--- config.mk ---
export PLATFORM = sky130hd
export DESIGN_NAME = master_out_port
export DESIGN_NICKNAME = d
export VERILOG_FILES = /design/src/rtl/sys_bus_pkg.sv /design/src/rtl/piso_shift.sv /design/src/rtl/master_out_port.sv
export SDC_FILE = /design/constraint.sdc
export NUM_CORES = 1
export LEC_CHECK = 0
export CELL_PAD_IN_SITES_DETAIL_PLACEMENT = 0
export CELL_PAD_IN_SITES_GLOBAL_PLACEMENT = 1
export CORE_UTILIZATION = 37
export DETAILED_ROUTE_END_ITERATION = 12
export PLACE_DENSITY_LB_ADDON = 0.1
export SYNTH_ARGS = -nofsm -noshare
export SYNTH_HDL_FRONTEND = slang
export SYNTH_SLANG_ARGS = --single-unit
--- constraint.sdc ---
create_clock -name clk -period 2 [get_ports clk]
set_input_delay 0.3 -clock clk [delete_from_list [all_inputs] [get_ports clk]]
set_output_delay 0.3 -clock clk [all_outputs]
set_load 0.01 [all_outputs]
--- src/rtl/sys_bus_pkg.sv ---
// Shared definitions for the serial system bus: field widths, the
// master_out_port FSM state encodings and a burst-decode helper.
`timescale 1ns/1ps
package sys_bus_pkg;

  localparam int ADDR_W  = 12;
  localparam int DATA_W  = 8;
  localparam int BURST_W = 13;

  // master_out_port FSM encodings (kept as plain constants for legacy tools)
  localparam logic [2:0] ST_IDLE       = 3'd0;
  localparam logic [2:0] ST_WAIT_READY = 3'd1;
  localparam logic [2:0] ST_HEADER     = 3'd2;
  localparam logic [2:0] ST_GAP        = 3'd3;
  localparam logic [2:0] ST_BEAT       = 3'd4;
  localparam logic [2:0] ST_DONE       = 3'd5;

  // A request carries extra data beats only for a write with the burst
  // enable set and a beat count above one (count 0 or 1 is a single transfer).
  function automatic logic burst_multi(input logic wr, input logic [BURST_W-1:0] b);
    return wr && b[0] && (b[BURST_W-1:1] > 12'd1);
  endfunction

endpackage

--- src/rtl/piso_shift.sv ---
// Parallel-in serial-out shift register: parallel load has priority over
// shift, shifts right filling with 0, LSB is the serial output.
`timescale 1ns/1ps
module piso_shift #(
  parameter int WIDTH = 8
) (
  input  logic             clk,
  input  logic             reset,
  input  logic             load,
  input  logic             shift,
  input  logic [WIDTH-1:0] din,
  output logic             dout
);

  logic [WIDTH-1:0] sr;

  // Load or shift the register; an exhausted register drains to all zeros.
  always_ff @(posedge clk or posedge reset) begin
    if (reset)      sr <= '0;
    else if (load)  sr <= din;
    else if (shift) sr <= {1'b0, sr[WIDTH-1:1]};
  end

  assign dout = sr[0];

endmodule

--- src/rtl/master_out_port.sv ---
// Bus-master transmit port: accepts one read/write request (with optional
// write burst) and serializes address, data and burst field LSB-first behind
// the master_valid/slave_ready handshake.
// Optional build macro: MASTER_OUT_TIMEOUT_EN adds a WAIT_READY timeout that
// aborts the request and pulses tx_err.
`timescale 1ns/1ps
module master_out_port
  import sys_bus_pkg::*;
#(
  parameter int BURST_GAP      = 1,
  parameter int TIMEOUT_CYCLES = 255
) (
  input  logic               clk,
  input  logic               reset,
  input  logic               req_valid,
  output logic               req_ready,
  input  logic               req_write,
  input  logic [ADDR_W-1:0]  req_addr,
  input  logic [DATA_W-1:0]  req_data,
  input  logic [BURST_W-1:0] req_burst,
  output logic               wdata_req,
  input  logic               slave_ready,
  output logic               master_valid,
  output logic               read_en,
  output logic               write_en,
  output logic               tx_address,
  output logic               tx_data,
  output logic               tx_burst,
  output logic               tx_done,
  output logic               tx_err
);

  localparam logic [3:0] GAP_LAST = (BURST_GAP == 0) ? 4'd0 : 4'(BURST_GAP - 1);

  logic [2:0]  state, state_nxt;
  logic [3:0]  bit_cnt;
  logic [3:0]  gap_cnt;
  logic [11:0] beat_cnt;
  logic        multi;
  logic        timeout;

  logic accept, hs, header_last, beat_last, gap_last, chain;
  logic shift_hdr, shift_data, load_data;
  logic [DATA_W-1:0] data_din;
  logic addr_bit, data_bit, burst_bit;

  assign accept      = (state == ST_IDLE) && req_valid;
  assign hs          = (state == ST_WAIT_READY) && slave_ready;
  assign header_last = (state == ST_HEADER) && (bit_cnt == 4'd12);
  assign beat_last   = (state == ST_BEAT) && (bit_cnt == 4'd7);
  assign gap_last    = (state == ST_GAP) && (gap_cnt == GAP_LAST);
  // With no gap, the next byte is fetched during bit 7 and loaded on the
  // edge that would otherwise shift bit 7 out, giving back-to-back beats.
  assign chain       = (BURST_GAP == 0) && beat_last && (beat_cnt != 12'd1);

  assign wdata_req  = gap_last || chain;
  assign shift_hdr  = hs || (state == ST_HEADER);
  assign shift_data = shift_hdr || (state == ST_BEAT);
  assign load_data  = accept || wdata_req;
  assign data_din   = (accept && !req_write) ? '0 : req_data;

  piso_shift #(.WIDTH(ADDR_W)) u_addr (
    .clk(clk), .reset(reset), .load(accept), .shift(shift_hdr),
    .din(req_addr), .dout(addr_bit)
  );

  piso_shift #(.WIDTH(DATA_W)) u_data (
    .clk(clk), .reset(reset), .load(load_data), .shift(shift_data),
    .din(data_din), .dout(data_bit)
  );

  piso_shift #(.WIDTH(BURST_W)) u_burst (
    .clk(clk), .reset(reset), .load(accept), .shift(shift_hdr),
    .din(req_burst), .dout(burst_bit)
  );

`ifdef MASTER_OUT_TIMEOUT_EN
  logic [7:0] wait_cnt;

  assign timeout = (state == ST_WAIT_READY) && !slave_ready &&
                   (wait_cnt == 8'(TIMEOUT_CYCLES - 1));

  // Count cycles spent waiting for the slave; cleared in every other state.
  always_ff @(posedge clk or posedge reset) begin
    if (reset)                        wait_cnt <= '0;
    else if (state == ST_WAIT_READY)  wait_cnt <= wait_cnt + 8'd1;
    else                              wait_cnt <= '0;
  end

  // One-cycle abort indication in the first IDLE cycle after a timeout.
  always_ff @(posedge clk or posedge reset) begin
    if (reset) tx_err <= 1'b0;
    else       tx_err <= timeout;
  end
`else
  assign timeout = 1'b0;
  // TIMEOUT_CYCLES only has meaning when the timeout is built in.
  assign tx_err  = (TIMEOUT_CYCLES < 0);
`endif

  // Next-state decode for the transfer sequence.
  always_comb begin
    state_nxt = state;
    case (state)
      ST_IDLE:       if (req_valid) state_nxt = ST_WAIT_READY;
      ST_WAIT_READY: begin
        if (slave_ready)  state_nxt = ST_HEADER;
        else if (timeout) state_nxt = ST_IDLE;
      end
      ST_HEADER:     if (bit_cnt == 4'd12) state_nxt = multi ? ST_GAP : ST_DONE;
      ST_GAP:        if (gap_cnt == GAP_LAST) state_nxt = ST_BEAT;
      ST_BEAT: begin
        if (bit_cnt == 4'd7) begin
          if (beat_cnt == 12'd1)    state_nxt = ST_DONE;
          else if (BURST_GAP == 0)  state_nxt = ST_BEAT;
          else                      state_nxt = ST_GAP;
        end
      end
      ST_DONE:       state_nxt = ST_IDLE;
      default:       state_nxt = ST_IDLE;
    endcase
  end

  // State register.
  always_ff @(posedge clk or posedge reset) begin
    if (reset) state <= ST_IDLE;
    else       state <= state_nxt;
  end

  // Bit, gap and beat counters plus the latched burst decision.
  always_ff @(posedge clk or posedge reset) begin
    if (reset) begin
      bit_cnt  <= '0;
      gap_cnt  <= '0;
      beat_cnt <= '0;
      multi    <= 1'b0;
    end else begin
      if (accept) begin
        beat_cnt <= req_burst[BURST_W-1:1];
        multi    <= burst_multi(req_write, req_burst);
      end else if (header_last || beat_last) begin
        beat_cnt <= beat_cnt - 12'd1;
      end

      if (hs)                        bit_cnt <= 4'd1;
      else if (state == ST_HEADER)   bit_cnt <= header_last ? 4'd0 : bit_cnt + 4'd1;
      else if (state == ST_BEAT)     bit_cnt <= beat_last ? 4'd0 : bit_cnt + 4'd1;

      if (state == ST_GAP) gap_cnt <= gap_last ? 4'd0 : gap_cnt + 4'd1;
      else                 gap_cnt <= '0;
    end
  end

  // Direction strobes: set on accept, dropped when the transfer ends or aborts.
  always_ff @(posedge clk or posedge reset) begin
    if (reset) begin
      read_en  <= 1'b0;
      write_en <= 1'b0;
    end else if (accept) begin
      read_en  <= !req_write;
      write_en <= req_write;
    end else if (state_nxt == ST_DONE || state_nxt == ST_IDLE) begin
      read_en  <= 1'b0;
      write_en <= 1'b0;
    end
  end

  assign req_ready    = (state == ST_IDLE);
  assign master_valid = (state == ST_WAIT_READY);
  assign tx_done      = (state == ST_DONE);
  assign tx_address   = addr_bit  && (state == ST_WAIT_READY || state == ST_HEADER);
  assign tx_burst     = burst_bit && (state == ST_WAIT_READY || state == ST_HEADER);
  assign tx_data      = data_bit  && (state == ST_WAIT_READY || state == ST_HEADER ||
                                      state == ST_BEAT);

endmodule

==> impl_metrics.py, run 1 <==
metrics = {
    "critical_path": {
        "cp_data_required_time_ns": 2.24,
        "cp_cell_sequence": "ha_2 > and3b_2 > a32o_2 > or4b_4 > nor3_2 > a211oi_2 > o21ai_1",
        "cp-end-kind": "flop",
        "critPathCapture": "write_en",
        "ff2ff_path_depth": 7,
        "start_kind": "flop",
        "critical-path-slowest-cell": "or4b_4",
        "arrival_ns": 2.29,
        "critPathMaxFanout": 3,
        "worst-setup-path-type": "flop to flop",
        "slowest_delay_ns": 0.51,
        "reg2reg_to": "write_en",
        "r2r_slack_ns": -0.05,
        "crit_start": "bit_cnt[1]",
        "reg2reg_from": "bit_cnt[1]",
    },
    "synth": {
        "synth.most_common_cell": "dfrtp_1",
        "ys_seq_area_share_pct": 47.7,
        "ys_seq_elements": 59,
        "synth_edf_count": 0,
        "synthDominantCellAreaShare_pct": 47.7,
        "syn_area_per_cell_sq_um": 9.73,
        "synth_flop_cell": "dfrtp_1",
        "synthTopCellsByArea": "dfrtp_1 48%, mux2i_1 8.1%, o21ai_0 6.0%",
        "syn_area_sq_mm": 0.00310,
        "yosysWarningCount": 0,
        "synth.distinct_cells": 46,
        "synth_common_cells": "59 x dfrtp_1, 40 x nand2_1, 37 x o21ai_0",
        "syn_nets": 362,
        "synth_top_area_cell": "dfrtp_1",
        "async_reset_ff_share_pct": 100,
        "synthCells": 318,
    },
    "detailed_routing": {
        "drtPass1Iterations": 4,
        "drtAntennaViolNets": 0,
        "drtIter0Drc": 94,
        "viasPerCell": 5.05,
        "route.vias.total": 2551,
        "wl_per_cell_um": 14.0,
        "routed_wl_um": 7070,
        "drc": 0,
    },
    "clocking": {
        "cts_buffers": 9,
        "clock-root-buffer": "clkbuf_8",
        "numClockSinks": 59,
        "holdBufCountCts": 0,
        "insertion_delay_ns": 0.33,
        "path_clk_slew_ns": 0.07,
        "cts_tree": "yes",
        "htreeDepth": 3,
        "clock_path_buffers": 2,
    },
    "final_layout": {
        "finalNetCount": 443,
        "fillers": 750,
        "drive_gt1_share_pct": 19.4,
        "fin_cells": 505,
        "multiInputGateArea_sq_mm": 0.00153,
        "n_antenna_cell": 0,
        "final_cell_area_sq_mm": 0.00414,
        "regArea_sq_mm": 0.00148,
        "syn_to_final_growth_pct": 33.9,
    },
    "sta": {
        "worst_slack_ns": -0.0507,
        "max_freq_ghz": 0.488,
        "period_minus_slack_ns": 2.05,
        "finalHoldViolations": 0,
        "rsz0062_at_grt": "true",
        "finClkSkew_ns": 0.00828,
        "setup_viol": 2,
        "slew_violations": 0,
        "fin_crit_sh_pct": 103,
    },
    "pwr": {
        "pwr_density_cell_mw_per_mm2": 1380,
        "p_leak_nw": 1.74,
        "ir_worst_vdd_mv": 0.484,
    },
    "global_routing": {
        "grt_max_degree": 40,
        "overflow": 0,
        "first_global_vias": 2498,
        "antenna_found_initial": 0,
        "grt.total_usage_pct": 17.8,
        "grt_pass1_wl_um": 12000,
    },
    "placed_design": {
        "placed_area_sq_mm": 0.00387,
        "place_congestion": 0.796,
        "hpwlAfterDp_um": 5180,
        "placed_cells": 482,
        "io_buffers": 46,
    },
    "floorplanning": {
        "initial_core_util_pct": 39.0,
        "die_w_um": 93.5,
        "ios": 48,
        "dieArea_sq_mm": 0.00874,
        "coreArea_sq_mm": 0.00793,
        "rows": 32,
        "die_h_um": 93.5,
    },
    "outcome": {
        "status": "finished with violations",
        "violations": "setup timing",
    },
    "flow_run": {
        "cap_viol_max_count": 0,
    },
    "worst_hold_path": {
        "min_path_type": "primary input to async pin",
    },
}
## flip-flops by register name, summed over array words and instances (netlist names)
register,flops
u_data.sr,8
u_burst.sr,13
read_en,1
gap_cnt,4
beat_cnt,12
u_addr.sr,12
state,3
multi,1
write_en,1
bit_cnt,4
## stage by stage
stage | power, mW | TNS, ns | utilization (%) | setup WS (ns) | hold WS [ns]
final | 5.74 | -0.0853 | 52.3 | -0.0507 | 0.228
after global placement | 4.57 | -0.0631 | 48.9 | -0.0446 | 0.465
after global routing | 6.22 | -0.457 | 52.3 | -0.171 | 0.233
after CTS | 5.74 | -0.119 | 51.8 | -0.0602 | 0.218
after detailed placement | 4.62 | -0.147 | 48.9 | -0.0870 | 0.475
after floorplan | 3.71 | 0 | - | 0.00218 | 0.417
## worst min path at each step
stage                     cells after the start           end  slack, ns
after floorplan                               2  u_addr.sr[0]       0.42
after global placement                        2  u_data.sr[3]       0.46
after detailed placement                      2  u_data.sr[3]       0.48
after CTS                                     2    gap_cnt[0]       0.22
after global routing                          2    gap_cnt[0]       0.23
final                                         2    gap_cnt[0]       0.23
## worst max-delay path: cells and delay by family (launching register included)
kind,cells,cell delay [ns]
fa+ha+maj,1,0.18
compound gates,3,0.49
flops,1,0.40
simple gates,3,0.90
## metal layers
metal,global-route usage [%],up-vias,share of wire [%]
met5,0,-,0
met4,6.15,0,0.42
met3,3.74,2,3.3
met2,28.2,53,48
met1,24.0,1206,49
li1,-,1290,-
## layout make-up
class                   count  share of cell area [%]
repair buffers             85                    18.9
clock inverters             2                   0.845
well taps                 102                    3.08
multi-input cells         236                    36.9
inverters                   8                   0.725
clock buffers              13                    3.83
flip-flops and latches     59                    35.7
## cell usage in the layout, fill, tap and decap left out, drive strengths merged, types with 8 or more instances in the layout
| master | Yosys | final |
|---|---|---|
| dfrtp | 59 | 59 |
| nand2 | 40 | 40 |
| inv | 8 | 8 |
| nand3 | 12 | 12 |
| nor2 | 24 | 24 |
| o21ai | 41 | 41 |
| a21oi | 20 | 20 |
| buf | 8 | 40 |
| clkbuf | 7 | 13 |
| mux2i | 25 | 25 |
| clkdlybuf4s50 | 0 | 39 |
## what timing repair did
action                                  4_1_cts  5_1_grt
setup buffers                                 4        5
gates resized for setup                      16        6
endpoints found under the hold margin         0        0
endpoints found under the setup margin        9       11
pin swaps                                     2        5
## cell families (layout without fill, tap and decap cells)
family	after synthesis	in the layout	share of synthesized area (%)
buffers and inverters	23	108	3.84
AO/OA/AOI/OAI	77	77	14.8
other	1	1	0.121
AND/OR/NAND/NOR	116	116	19.9
adder cells (fa/ha/maj)	6	6	2.43
flip-flops	59	59	47.7
XOR/XNOR	11	11	3.11
multiplexers	25	25	8.08
## report_power, final
| part | switching (mW) | total, mW | internal (mW) | leakage (nW) |
|---|---|---|---|---|
| clock network | 0.437 | 1.07 | 0.636 | 0.0995 |
| registers | 0.341 | 2.07 | 1.73 | 0.720 |
| logic | 1.30 | 2.59 | 1.29 | 0.921 |
| total | 2.08 | 5.74 | 3.66 | 1.74 |
Power figures use the tool's default switching activity.
==> run 2: changes to the inputs <==
- RECOVER_POWER: not set -> 25
==> run 2 against run 1 <==
Effect of this change:
- the flow still finishes with violations (setup timing)
- largest cell class unchanged
- routed wire length about the same
- critical path type unchanged
- clock power about the same
- hold slack better by 0.18 ns
- core utilization down 0.19 points
==> impl_metrics.py, run 2 (same netlist as run 1, synthesis figures left out) <==
metrics = {
    "global_routing": {
        "antenna_found_initial": 0,
        "overflow": 0,
        "use_met1_pct": 24.0,
        "first_global_vias": 2498,
        "top_usage_layer": "met2",
        "grt.total_usage_pct": 17.8,
        "grt_max_degree": 40,
        "grt_pass1_wl_um": 12000,
        "use_met2_pct": 28.2,
        "grtUsageMet3_pct": 3.74,
    },
    "floorplanning": {
        "die_h_um": 93.5,
        "dieArea_sq_mm": 0.00874,
        "ios": 48,
        "initial_core_util_pct": 39.0,
        "rows": 32,
        "coreArea_sq_mm": 0.00793,
        "die_w_um": 93.5,
    },
    "detailed_routing": {
        "drtAntennaViolNets": 0,
        "drtIter0Drc": 101,
        "wl_per_cell_um": 14.0,
        "routed_wl_um": 7060,
        "drc": 0,
        "viasPerCell": 5.04,
        "drtPass1Iterations": 4,
        "route.vias.total": 2547,
    },
    "flow_run": {
        "cap_viol_max_count": 0,
    },
    "final_layout": {
        "finalNetCount": 443,
        "final_common_cell": "dfrtp_1",
        "n_antenna_cell": 0,
        "post-route-util_pct": 52.1,
        "fillers": 752,
        "top_register": "u_burst.sr",
        "reg_top3": "u_burst.sr x13, beat_cnt x12, u_addr.sr x12",
        "layout_common_cells": "56 x dfrtp_1, 39 x nand2_1, 38 x clkdlybuf4s50_1, 37 x o21ai_0, 35 x buf_4",
        "drive_gt1_share_pct": 19.1,
        "syn_to_final_growth_pct": 33.4,
        "largest_reg_flops": 13,
    },
    "placed_design": {
        "dp_slack_ns": -0.0870,
        "hpwlAfterDp_um": 5180,
        "place_congestion": 0.796,
        "io_buffers": 46,
    },
    "pwr": {
        "pwr_density_cell_mw_per_mm2": 1390,
        "ir_worst_vdd_mv": 0.484,
        "swShare_pct": 36.3,
        "clockPowerShare_pct": 18.7,
        "p_leak_nw": 1.74,
        "power.switching_mw": 2.08,
        "p_int_mw": 3.65,
        "power_frac_seq_pct": 36.2,
        "p_comb_share_pct": 45.1,
    },
    "critical_path": {
        "cp-end-kind": "flop",
        "start_kind": "flop",
        "arrival_ns": 2.29,
        "worst-setup-path-type": "flop to flop",
        "cp_data_required_time_ns": 2.24,
        "critPathMaxFanout": 3,
    },
    "sta": {
        "finalHoldViolations": 0,
        "finClkSkew_ns": 0.00834,
        "fin_tns_setup_ns": -0.0818,
        "rsz0062_at_grt": "true",
        "worst_slack_ns": -0.0472,
        "max_freq_ghz": 0.488,
        "period_minus_slack_ns": 2.05,
        "slew_violations": 0,
        "maxSlewHeadroom_pct": 42.3,
        "setup_viol": 2,
        "worstMarginPinSlew_ns": 0.865,
        "fin_crit_sh_pct": 102,
    },
    "outcome": {
        "violations": "setup timing",
        "status": "finished with violations",
    },
    "clocking": {
        "cts_tree": "yes",
        "cts_buffers": 9,
        "path_clk_slew_ns": 0.07,
        "clock-root-buffer": "clkbuf_8",
        "insertion_delay_ns": 0.33,
        "holdBufCountCts": 0,
        "htreeDepth": 3,
        "numClockSinks": 59,
        "clock_path_buffers": 2,
    },
    "worst_hold_path": {
        "min_path_type": "primary input to async pin",
    },
}
-- run 2: final timing paths --
kind	startpoint	end	slack, ns	cells past startpoint
max	bit_cnt[1]	write_en	-0.05	7
min	reset	gap_cnt[0]	0.41	2
max reg2reg	bit_cnt[1]	write_en	-0.05	7
min reg2reg	u_data.sr[3]	u_data.sr[3]	0.49	2
max in group asynchronous	reset	beat_cnt[11]	0.39	3
min in group clk	u_data.sr[3]	u_data.sr[3]	0.49	2
-- run 2: timing repair --
item | 4_1_cts | 5_1_grt
buffers inserted | 4 | 5
pin swaps | 2 | 5
resized for setup | 16 | 6
setup endpoints to repair | 9 | 11
hold endpoints to repair | 0 | 0
-- run 2: critical path, cell delays in order (launching register included) --
cell and delay, ns:
dfrtp_1 0.40, ha_2 0.18, and3b_2 0.23, a32o_2 0.27, or4b_4 0.51, nor3_2 0.16, a211oi_2 0.08, o21ai_1 0.14
-- run 2: power by group through the flow --
stage	Clock [mW]	Combinational, mW	Sequential [mW]
floorplan	0	1.68	2.02
global placement	0	2.46	2.11
detailed placement	0	2.50	2.12
CTS	1.10	2.56	2.08
global route	1.17	2.90	2.15
finish	1.07	2.59	2.07
-- run 2: layout make-up --
| class | count | area (sq um) | area share (%) |
|---|---|---|---|
| sequential | 59 | 1480 | 35.8 |
| multi-input combinational | 236 | 1530 | 37.0 |
| clock buffer | 13 | 159 | 3.85 |
| timing repair buffer | 85 | 769 | 18.6 |
| inverter | 8 | 30.0 | 0.727 |
| tap | 102 | 128 | 3.09 |
| clock inverter | 2 | 35.0 | 0.848 |
-- run 2: per-layer routing --
metal / wire, um / vias up / share of wire [%]
met1: 3440 / 1203 / 49
met3: 227 / 2 / 3.2
met2: 3370 / 51 / 48
met4: 30 / 0 / 0.42
met5: 0 / - / 0
li1: - / 1291 / -
-- run 2: metrics by stage --
step	power [mW]	hold WS (ns)	cell area, sq um	std cells
4_1_cts	5.74	0.218	4110	501
3_5_place_dp	4.62	0.475	3870	482
2_1_floorplan	3.71	0.417	3100	318
5_1_grt	6.21	0.438	4130	505
3_3_place_gp	4.57	0.465	3870	482
6_report	5.73	0.412	4130	505
==> run 3: changes to the inputs <==
--- a/config.mk
+++ b/config.mk
@@ -11,2 +11,3 @@
 export DETAILED_ROUTE_END_ITERATION = 12
+export HOLD_SLACK_MARGIN = 0.1
 export PLACE_DENSITY_LB_ADDON = 0.1
--- a/constraint.sdc
+++ b/constraint.sdc
@@ -3,2 +3,2 @@
 set_output_delay 0.3 -clock clk [all_outputs]
-set_load 0.01 [all_outputs]
+set_load 0.1 [all_outputs]
==> run 3 against run 2 <==
Effect of this change:
- sequential power barely moved
- final area rose by 4.9%
- core utilization rose by 2.5 points
- worst setup slack better by 0.044 ns
- register-to-register slack improved by 0.04 ns
- critical endpoint is now beat_cnt[7]
- the run still ends with setup timing left
- via count decreased by 0.98%
- cell count down 0.99%
- clock skew about the same
- non-clock buffer count down 6
- power up 15%
- highest routed layer unchanged
- hold slack better by 0.080 ns
==> impl_metrics.py, run 3 (same netlist as run 1, synthesis figures left out) <==
metrics = {
    "outcome": {
        "status": "finished with violations",
        "violations": "setup timing",
    },
    "final_layout": {
        "n_antenna_cell": 0,
        "final_cell_area_sq_mm": 0.00433,
        "top_register": "u_burst.sr",
        "layout_common_cells": "56 x dfrtp_1, 36 x clkdlybuf4s50_1, 35 x nand2_1, 34 x o21ai_1, 28 x buf_4",
        "reg_top3": "u_burst.sr x13, beat_cnt x12, u_addr.sr x12",
        "drive_gt1_share_pct": 28.6,
        "finalNetCount": 437,
        "fin_cells": 500,
        "fillers": 754,
        "final_common_cell": "dfrtp_1",
        "syn_to_final_growth_pct": 39.9,
        "largest_reg_flops": 13,
    },
    "floorplanning": {
        "rows": 32,
        "dieArea_sq_mm": 0.00874,
        "die_h_um": 93.5,
        "initial_core_util_pct": 39.0,
        "die_w_um": 93.5,
        "ios": 48,
        "coreArea_sq_mm": 0.00793,
    },
    "worst_hold_path": {
        "min_path_type": "flop to flop",
    },
    "sta": {
        "period_minus_slack_ns": 2.00,
        "slew_violations": 0,
        "rsz0062_at_grt": "true",
        "fin_tns_setup_ns": -0.00299,
        "maxSlewHeadroom_pct": 13.5,
        "fin_crit_sh_pct": 100,
        "worst_slack_ns": -0.00299,
        "setup_viol": 1,
        "worstMarginPinSlew_ns": 1.30,
        "finClkSkew_ns": 0.00792,
        "max_freq_ghz": 0.499,
        "finalHoldViolations": 0,
    },
    "clocking": {
        "clock_path_buffers": 2,
        "clock-root-buffer": "clkbuf_8",
        "path_clk_slew_ns": 0.07,
        "cts_buffers": 9,
        "insertion_delay_ns": 0.33,
        "htreeDepth": 3,
        "cts_tree": "yes",
        "numClockSinks": 59,
    },
    "placed_design": {
        "place_congestion": 0.753,
        "dp_slack_ns": -0.101,
        "placed_area_sq_mm": 0.00407,
        "io_buffers": 46,
        "hpwlAfterDp_um": 5320,
        "placed_cells": 482,
    },
    "pwr": {
        "p_int_mw": 3.73,
        "p_leak_nw": 1.75,
        "finalPower_mw": 6.57,
        "ir_worst_vdd_mv": 0.784,
        "swShare_pct": 43.3,
        "p_comb_share_pct": 53.3,
        "power_frac_seq_pct": 31.9,
        "pwr_density_cell_mw_per_mm2": 1520,
        "clockPowerShare_pct": 14.8,
        "power.switching_mw": 2.84,
    },
    "global_routing": {
        "grt_max_degree": 60,
        "grt_pass1_wl_um": 12200,
        "overflow": 0,
        "grt.total_usage_pct": 18.5,
        "first_global_vias": 2570,
        "antenna_found_initial": 0,
    },
    "detailed_routing": {
        "viasPerCell": 5.04,
        "drtAntennaViolNets": 0,
        "wl_per_cell_um": 14.6,
        "route.vias.total": 2522,
        "drc": 0,
        "routed_wl_um": 7310,
        "drtPass1Iterations": 4,
        "drtIter0Drc": 116,
    },
    "flow_run": {
        "cap_viol_max_count": 0,
    },
    "critical_path": {
        "cp-end-kind": "flop",
        "worst-setup-path-type": "flop to flop",
        "arrival_ns": 2.21,
        "cp_data_required_time_ns": 2.21,
        "start_kind": "flop",
        "critPathMaxFanout": 5,
    },
}
-- run 3: cell count changes in the layout (fill, tap and decap cells not counted), sizes merged --
cell           before  now
clkbuf             14   10
buf                39   42
clkinv              1    4
dlygate4sd2         4    0
inv                 8    7
bufinv              1    0
clkdlybuf4s50      38   36
clkinvlp            0    3
clkdlybuf4s15       2    0
-- run 3: repair_timing --
item,CTS,global route
pin swaps,5,4
setup buffers,1,1
endpoints found under the setup margin,10,9
endpoints found under the hold margin,0,0
gates resized for setup,12,7
hold buffers,0,0
-- run 3: worst paths after layout --
| path | start | to | slack [ns] | depth (start not counted) |
|---|---|---|---|---|
| min in group asynchronous | reset | u_addr.sr[8] | 0.85 | 3 |
| min | u_data.sr[1] | u_data.sr[1] | 0.49 | 2 |
| max | bit_cnt[0] | beat_cnt[7] | -0.003 | 7 |
| max in group asynchronous | reset | state[2] | 0.29 | 3 |
| min reg2reg | u_data.sr[1] | u_data.sr[1] | 0.49 | 2 |
| max reg2reg | bit_cnt[0] | beat_cnt[7] | -0.003 | 7 |
-- run 3: area by class of cell --
cell class / instances / area, sq um / area share [%]
Inverter: 8 / 30.0 / 0.693
Multi-Input combinational cell: 236 / 1700 / 39.3
Tap cell: 102 / 128 / 2.95
Clock buffer: 10 / 138 / 3.18
Sequential cell: 59 / 1480 / 34.2
Timing Repair Buffer: 79 / 811 / 18.7
Clock inverter: 6 / 41.3 / 0.953
-- run 3: layer usage --
metal  up-vias  GRT usage [%]  share of wire, %
met5         -              0                 0
met4         0           8.59               1.7
met3        10           3.17               4.1
met2        45           27.1                43
met1      1185           26.6                51
li1       1282              -                 -
-- run 3: per-stage QoR --
stage               hold WS (ns)  utilization, %
floorplan                  0.422               -
global placement           0.476            51.3
detailed placement         0.483            51.3
CTS                        0.358            54.3
global route               0.506            54.6
finish                     0.492            54.6
-- run 3: worst max-delay path: stages (launching register included) --
cell	delay, ns
dfrtp_1	0.38
ha_2	0.18
and3b_1	0.20
buf_6	0.11
a32oi_4	0.15
or4_4	0.54
o311ai_2	0.22
nand3_1	0.09
-- run 3: power by group through the flow --
stage | clock [mW] | combinational, mW | sequential [mW]
floorplan | 0 | 2.41 | 2.16
global placement | 0 | 3.37 | 2.10
detailed placement | 0 | 3.40 | 2.10
CTS | 1.00 | 3.50 | 2.09
global route | 1.06 | 3.80 | 2.16
finish | 0.974 | 3.50 | 2.09
